===== config.mk =====
export PLATFORM = sky130hd
export DESIGN_NAME = bcd_to_bin_flat
export DESIGN_NICKNAME = d
export VERILOG_FILES = /design/src/rtl/bcd_to_bin_pkg.sv /design/src/rtl/bcd_to_bin_if.sv /design/src/rtl/bcd_to_bin_mac10.sv /design/src/rtl/bcd_to_bin.sv /design/src/flat_wrapper.sv
export SDC_FILE = /design/constraint.sdc
export NUM_CORES = 1
export LEC_CHECK = 0
export ABC_AREA = 1
export CAP_MARGIN = 20
export CORE_ASPECT_RATIO = 1.1
export CORE_MARGIN = 1
export CORE_UTILIZATION = 25
export DETAILED_ROUTE_END_ITERATION = 7
export SLEW_MARGIN = 20
export SYNTH_ARGS = -nofsm -noshare
export SYNTH_HDL_FRONTEND = slang
export SYNTH_SLANG_ARGS = --single-unit

===== constraint.sdc =====
create_clock -name clk -period 6.3 [get_ports clk]
set_input_delay 1.89 -clock clk [delete_from_list [all_inputs] [get_ports clk]]
set_output_delay 1.89 -clock clk [all_outputs]
set_load 0.1 [all_outputs]

===== src/rtl/bcd_to_bin_pkg.sv =====
// Shared definitions for the BCD-to-binary converter: digit width, largest
// legal digit, FSM state encoding and a digit validity helper.
package bcd_to_bin_pkg;

    localparam int BCD_DIGIT_W = 4;
    localparam logic [BCD_DIGIT_W-1:0] BCD_MAX = 4'd9;

    typedef enum logic {
        BCD2B_IDLE = 1'b0,
        BCD2B_CONV = 1'b1
    } bcd2b_state_e;

    // A BCD digit nibble above 9 (A..F) is not a legal decimal digit.
    function automatic logic bcd_digit_invalid(input logic [BCD_DIGIT_W-1:0] d);
        return (d > BCD_MAX);
    endfunction

endpackage


===== src/rtl/bcd_to_bin_if.sv =====
// Start/busy/done handshake bundle between a requester (master) and the
// BCD-to-binary converter (slave).
interface bcd_to_bin_if
    import bcd_to_bin_pkg::*;
#(
    parameter int DIGITS = 4,
    parameter int BIN_W  = 14
) ();

    logic                         start;
    logic [BCD_DIGIT_W*DIGITS-1:0] bcd_in;
    logic                         busy;
    logic                         done;
    logic [BIN_W-1:0]             bin;
    logic                         err;

    modport master (
        output start,
        output bcd_in,
        input  busy,
        input  done,
        input  bin,
        input  err
    );

    modport slave (
        input  start,
        input  bcd_in,
        output busy,
        output done,
        output bin,
        output err
    );

endinterface


===== src/rtl/bcd_to_bin_mac10.sv =====
// One Horner step of the decimal-to-binary conversion: acc*10 + digit,
// truncated to BIN_W bits, plus a flag for a non-decimal digit.
// Optional build macro BCD_TO_BIN_CLAMP_EN: when defined, digits above 9
// are replaced by 9 before accumulation; otherwise they are used raw.
module bcd_mac10
    import bcd_to_bin_pkg::*;
#(
    parameter int BIN_W = 14
) (
    input  logic [BIN_W-1:0]       acc,
    input  logic [BCD_DIGIT_W-1:0] digit,
    output logic [BIN_W-1:0]       acc_next,
    output logic                   invalid
);

    logic                   invalid_s;
    logic [BCD_DIGIT_W-1:0] digit_eff_s;

    // Classify the digit and choose the value that enters the accumulator.
    always_comb begin
        invalid_s   = bcd_digit_invalid(digit);
        digit_eff_s = digit;
`ifdef BCD_TO_BIN_CLAMP_EN
        if (invalid_s) begin
            digit_eff_s = BCD_MAX;
        end else begin
            digit_eff_s = digit;
        end
`else
        digit_eff_s = digit;
`endif
    end

    // acc*10 as two shifts and an add keeps the datapath multiplier-free.
    always_comb begin
        acc_next = (acc << 3) + (acc << 1) + BIN_W'(digit_eff_s);
        invalid  = invalid_s;
    end

endmodule


===== src/rtl/bcd_to_bin.sv =====
// Sequential BCD-to-binary converter, one digit per clock, MSD first.
// A start accepted in IDLE loads the packed BCD word; DIGITS clocks later
// done pulses with bin/err, which are then held until the next done.
// Optional build macro BCD_TO_BIN_CLAMP_EN (applied inside bcd_mac10).
module bcd_to_bin
    import bcd_to_bin_pkg::*;
#(
    parameter int DIGITS = 4,
    parameter int BIN_W  = 14
) (
    input  logic         clk,
    input  logic         reset_n,
    bcd_to_bin_if.slave  bus
);

    localparam int SR_W  = BCD_DIGIT_W * DIGITS;
    localparam int CNT_W = (DIGITS > 1) ? $clog2(DIGITS) : 1;

    bcd2b_state_e      state_r, state_s;
    logic [SR_W-1:0]   shreg_r, shreg_s;
    logic [BIN_W-1:0]  acc_r, acc_s;
    logic [CNT_W-1:0]  cnt_r, cnt_s;
    logic              err_flag_r, err_flag_s;
    logic              busy_r, busy_s;
    logic              done_r, done_s;
    logic [BIN_W-1:0]  bin_r, bin_s;
    logic              err_r, err_s;

    logic [BIN_W-1:0]  mac_acc_s;
    logic              mac_inv_s;

    bcd_mac10 #(
        .BIN_W (BIN_W)
    ) u_mac (
        .acc      (acc_r),
        .digit    (shreg_r[SR_W-1 -: BCD_DIGIT_W]),
        .acc_next (mac_acc_s),
        .invalid  (mac_inv_s)
    );

    // Next-state and datapath decisions; done defaults low so it is a pulse.
    always_comb begin
        state_s    = state_r;
        shreg_s    = shreg_r;
        acc_s      = acc_r;
        cnt_s      = cnt_r;
        err_flag_s = err_flag_r;
        busy_s     = busy_r;
        done_s     = 1'b0;
        bin_s      = bin_r;
        err_s      = err_r;

        case (state_r)
            BCD2B_IDLE: begin
                if (bus.start) begin
                    shreg_s    = bus.bcd_in;
                    acc_s      = {BIN_W{1'b0}};
                    cnt_s      = CNT_W'(DIGITS - 1);
                    err_flag_s = 1'b0;
                    busy_s     = 1'b1;
                    state_s    = BCD2B_CONV;
                end else begin
                    busy_s     = 1'b0;
                    state_s    = BCD2B_IDLE;
                end
            end

            BCD2B_CONV: begin
                acc_s   = mac_acc_s;
                shreg_s = shreg_r << BCD_DIGIT_W;
                if (mac_inv_s) begin
                    err_flag_s = 1'b1;
                end else begin
                    err_flag_s = err_flag_r;
                end
                if (cnt_r == {CNT_W{1'b0}}) begin
                    bin_s   = mac_acc_s;
                    err_s   = err_flag_r | mac_inv_s;
                    done_s  = 1'b1;
                    busy_s  = 1'b0;
                    state_s = BCD2B_IDLE;
                end else begin
                    cnt_s   = cnt_r - CNT_W'(1);
                    state_s = BCD2B_CONV;
                end
            end

            default: begin
                busy_s  = 1'b0;
                state_s = BCD2B_IDLE;
            end
        endcase
    end

    // State and datapath registers; reset aborts any conversion in flight.
    always_ff @(posedge clk or negedge reset_n) begin
        if (!reset_n) begin
            state_r    <= BCD2B_IDLE;
            shreg_r    <= {SR_W{1'b0}};
            acc_r      <= {BIN_W{1'b0}};
            cnt_r      <= {CNT_W{1'b0}};
            err_flag_r <= 1'b0;
            busy_r     <= 1'b0;
            done_r     <= 1'b0;
            bin_r      <= {BIN_W{1'b0}};
            err_r      <= 1'b0;
        end else begin
            state_r    <= state_s;
            shreg_r    <= shreg_s;
            acc_r      <= acc_s;
            cnt_r      <= cnt_s;
            err_flag_r <= err_flag_s;
            busy_r     <= busy_s;
            done_r     <= done_s;
            bin_r      <= bin_s;
            err_r      <= err_s;
        end
    end

    assign bus.busy = busy_r;
    assign bus.done = done_r;
    assign bus.bin  = bin_r;
    assign bus.err  = err_r;

endmodule


===== src/flat_wrapper.sv =====
// flat-port wrapper written by rule: the top's interface ports become plain ports
module bcd_to_bin_flat import bcd_to_bin_pkg::*;
#(
    parameter int DIGITS = 4,
    parameter int BIN_W  = 14
)
  (clk, reset_n, bus_start, bus_bcd_in, bus_busy, bus_done, bus_bin, bus_err);
  bcd_to_bin_if #(.DIGITS(DIGITS), .BIN_W(BIN_W)) bus_i ();
  input  logic clk;
  input  logic reset_n;
  input wire logic [$bits(bus_i.start)-1:0] bus_start;
  input wire logic [$bits(bus_i.bcd_in)-1:0] bus_bcd_in;
  output wire logic [$bits(bus_i.busy)-1:0] bus_busy;
  output wire logic [$bits(bus_i.done)-1:0] bus_done;
  output wire logic [$bits(bus_i.bin)-1:0] bus_bin;
  output wire logic [$bits(bus_i.err)-1:0] bus_err;
  assign bus_i.start = bus_start;
  assign bus_i.bcd_in = bus_bcd_in;
  assign bus_busy = bus_i.busy;
  assign bus_done = bus_i.done;
  assign bus_bin = bus_i.bin;
  assign bus_err = bus_i.err;
  bcd_to_bin #(.DIGITS(DIGITS), .BIN_W(BIN_W)) u_core (.clk(clk), .reset_n(reset_n), .bus(bus_i));
endmodule

Word-level counts from Yosys, hierarchy flattened --
Cells that the tools add are included.
Word-level totals: memories 0, latch bits 0, bits in writable memories 0, output and inout port bits 17, bits of input ports 19, register bits 50, ROM bits 0
Operators by class: magnitude comparators 1, $mul 0, add/sub/neg operators 3, div/mod/pow operators 0, shift operators 0, equal/unequal tests 4, reduce and logical (&&, ||, !) cells 4, muxes and demuxes 17, bitwise operators 2
Operators by type and width (count):
- $pmux W16 S2 | 1
- $pmux W13 S2 | 1
- $mux W16 | 1
- $add A14 B14 Y14 | 1
- $add A14 B4 Y14 | 1
- $mux W13 | 1
- $ne A2 B2 Y1 const B | 4
- $mux W1 | 7
- $pmux W1 S2 | 3
- $reduce_and A2 Y1 | 3
- $gt A4 B4 Y1 const B | 1
- $mux W2 | 2
- $pmux W2 S2 | 1
- $logic_not A2 Y1 | 1
- $sub A2 B1 Y2 const B | 1
- $not A1 Y1 | 1
- $or A1 B1 Y1 | 1

Longest topological paths before layout --
depth after elaboration 3, mapped depth 13, gate-level depth less buffers 13

Cells and area by module --
From an unflattened synthesis, not the netlist that was laid out.
Unflattened totals: cells, all modules 365, area, all modules 2887.8 sq um
By module, submodules not included:
- bcd_to_bin | area each 2042.0 sq um, cells each 219, times used 1
- bcd_mac10 | area each 845.8 sq um, cells each 146, times used 1

Least setup slack after synthesis --
Ideal clock, no wire load.
kind register to output, from register u_core.err_r, in the netlist u_core.bus.err, to output bus_err, arrival 0.898 ns, setup slack 3.512 ns, path buffers 0, cell stages (with the launch flop) 1, cell sequence dfrtp_1
RTL lines:
- start: declaration | line bcd_to_bin.sv:27 | logic err_r, err_s;
- start signal: assignment | line bcd_to_bin.sv:116 | err_r <= err_s;
- end: declaration | line flat_wrapper.sv:16 | output wire logic [$bits(bus_i.err)-1:0] bus_err;
No word-level cell between the ends.

Worst setup path after layout --
from register u_core.err_r, in the netlist u_core.bus.err, to output bus_err
No word-level cell between the ends.

==> metrics.cfg <==
[placed_design]
gp_congestion = 0.819
hpwl_um = 4580
io_buffers = 35

[setup_path]
cp.arrival_ns = 1.80
critPathTopFamily = buffers and inverters
timing.rr.start = u_core.acc_r[0]
crit_fanout = 2
cp-endpoint = bus_err
critPathBufInv = 1
cp_data_required_time_ns = 4.41
critPathKind = reg2out
cp-start-kind = flip-flop
worstSetupPathDepth = 1
worstRegToRegCells = 11
crit_chain = clkdlybuf4s50_1
rrSetupSlack_ns = 4.02
max_stage_delay_ns = 1.15
cp_slowest_cell = clkdlybuf4s50_1
endpoint_kind = output port
startpoint = u_core.bus.err
r2r_end = u_core.acc_r[9]

[cts]
cts.repair.resized = 0
cts_buffer_depth = 2
h-tree-depth = 2
cts_root_buffer = clkbuf_16
cts_hold_buf = 0
cts_tree = done
clock_latency_ns = 0.29
clk_pin_slew_ns = 0.07
clkSinkCount = 50
post_cts_buffers = 0
cts-buffers-inserted = 5

[floorplanning]
pin_count = 36
die_width_um = 102
die_h_um = 112
design.core.area_mm2 = 0.0105
dieArea_mm2 = 0.0114
row_count = 39
start_util_pct = 26.1

[sta]
slew-limit-headroom_pct = 34.5
tightest_slew_ns = 0.980
finalCritPeriodShare_pct = 58.6
maxSlewViolCount = 0
fin_crit_ns = 3.69
max_freq_mhz = 271
fin_skew_ns = 0.00637
finalSetupViolCount = 0
hold_viol = 0
rsz0062_at_grt = false
tns_ns = 0

[cells_and_area]
diodes = 0
multi_input_area_mm2 = 0.00128
final_common_cell = nand2_1
layout_common_cells = nand2_1, dfrtp_1, inv_1
layout-area-overhead-vs-synth_pct = 24.2
drive_gt1_share_pct = 5.71
fillers = 1145
regArea_mm2 = 0.00125
finalNetCount = 411

[yosys]
synth_fa_ha_area_share_pct = 11.9
synth-seq-area-share_pct = 45.4
synth_top_cell_area_share_pct = 45.4
synth.area.top_cells = dfrtp_1, nand2_1, ha_1
synth-xor-area-share_pct = 1.59
synth_nets = 376
ys_ff_latch = 50
muxShareOfSynthArea_pct = 0
synth_compound_area_share_pct = 9.27
synth_cell_types = 29
ys_warn_count = 0
synthSimpleGateAreaFrac_pct = 23.9
synth_top_cell_by_area = dfrtp_1
netlist_instances = 332
netlist_area_mm2 = 0.00275
avgSynthCellArea_um2 = 8.29
synth_top_family_by_area = simple AND/OR/NAND/NOR gates

[routing]
drt_pass1_iterations = 4
drt_iter0_drc = 65
drt-wirelength-per-cell_um = 12.2
viasPerCell = 4.40
drc = 0
vias = 2248
routed_wl_um = 6240
antenna_left = 0

[grt]
antenna_found_initial = 0
grt_pass1_wl_um = 10300
grt_pass1_vias = 2188
grt_max_degree = 51
grt.total_usage_pct = 11.7
grt_overflow = 0

[hold_path]
min_path_cells = 2
hp-class = reg2reg

[flow_run]
cap_violations = 0

[status]
status = finished clean

[synth_stat cells]
cell type / number
inv_1: 45
dfrtp_1: 50
o22ai_1: 3
nand3_1: 17
a22o_1: 2
nand2_2: 2
o21ai_0: 19
nand3b_1: 3
nand2_1: 114
o211ai_1: 2
o221ai_1: 7
nor2_1: 10
inv_2: 2
nand3_2: 1
fa_1: 2
a22oi_1: 1
xor2_1: 4
nor2_2: 4
nand4_1: 3
nor2_4: 1
or2_1: 1
buf_2: 4
o21ai_2: 1
a31oi_1: 1
clkbuf_1: 3
xnor2_1: 1
a21oi_1: 5
buf_6: 1
ha_1: 23
[metrics by stage]
step	util (%)	area [µm²]	hold slack (ns)	std cells	setup WS [ns]
6_report	32.5	3420	0.479	511	2.61
5_1_grt	32.5	3420	0.515	511	2.57
3_5_place_dp	30.8	3240	0.469	503	2.89
2_1_floorplan	-	2750	0.453	332	3.51
4_1_cts	32.5	3420	0.487	511	2.59
3_3_place_gp	30.8	3240	0.465	503	2.92
[worst min-delay path by stage]
stage                                  start            endpoint
after global placement       u_core.bus.busy     u_core.bus.busy
after global routing       u_core.shreg_r[9]   u_core.shreg_r[9]
after CTS                 u_core.bus.bin[13]  u_core.bus.bin[13]
final                     u_core.bus.bin[13]  u_core.bus.bin[13]
after detailed placement  u_core.bus.bin[13]  u_core.bus.bin[13]
after floorplan             u_core.acc_r[11]    u_core.acc_r[11]
[kinds of logic after synthesis]
kind of cell / after synthesis
simple gates: 156
buf+inv: 55
flops: 50
compound gates: 41
fa+ha+maj: 25
xor+xnor: 5
[state kept, by name (all words and copies together), names as in the netlist]
signal,cells
u_core.bus.busy,1
u_core.bus.bin,14
u_core.shreg_r,16
u_core.err_flag_r,1
u_core.state_r,1
u_core.bus.done,1
u_core.acc_r,13
u_core.bus.err,1
u_core.cnt_r,2
[metal layers]
layer  track usage [%]  wire length [µm]  vias to the layer above
met5                 0                 0                        -
li1                  -                 -                     1139
met1              14.3              2800                     1047
met2              20.3              3130                       57
met3              2.18               246                        5
met4              4.10                60                        0
[area by class of cell]
cell class	instances	area share, %
clock inverter	2	1.13
inverter	47	5.16
sequential	50	36.6
tap	143	5.23
multi-input combinational	227	37.5
clock buffer	6	4.06
timing repair buffer	36	10.3
Power is not shown: default switching activity piles up to over one toggle a cycle in this logic, so the estimate is an artifact.
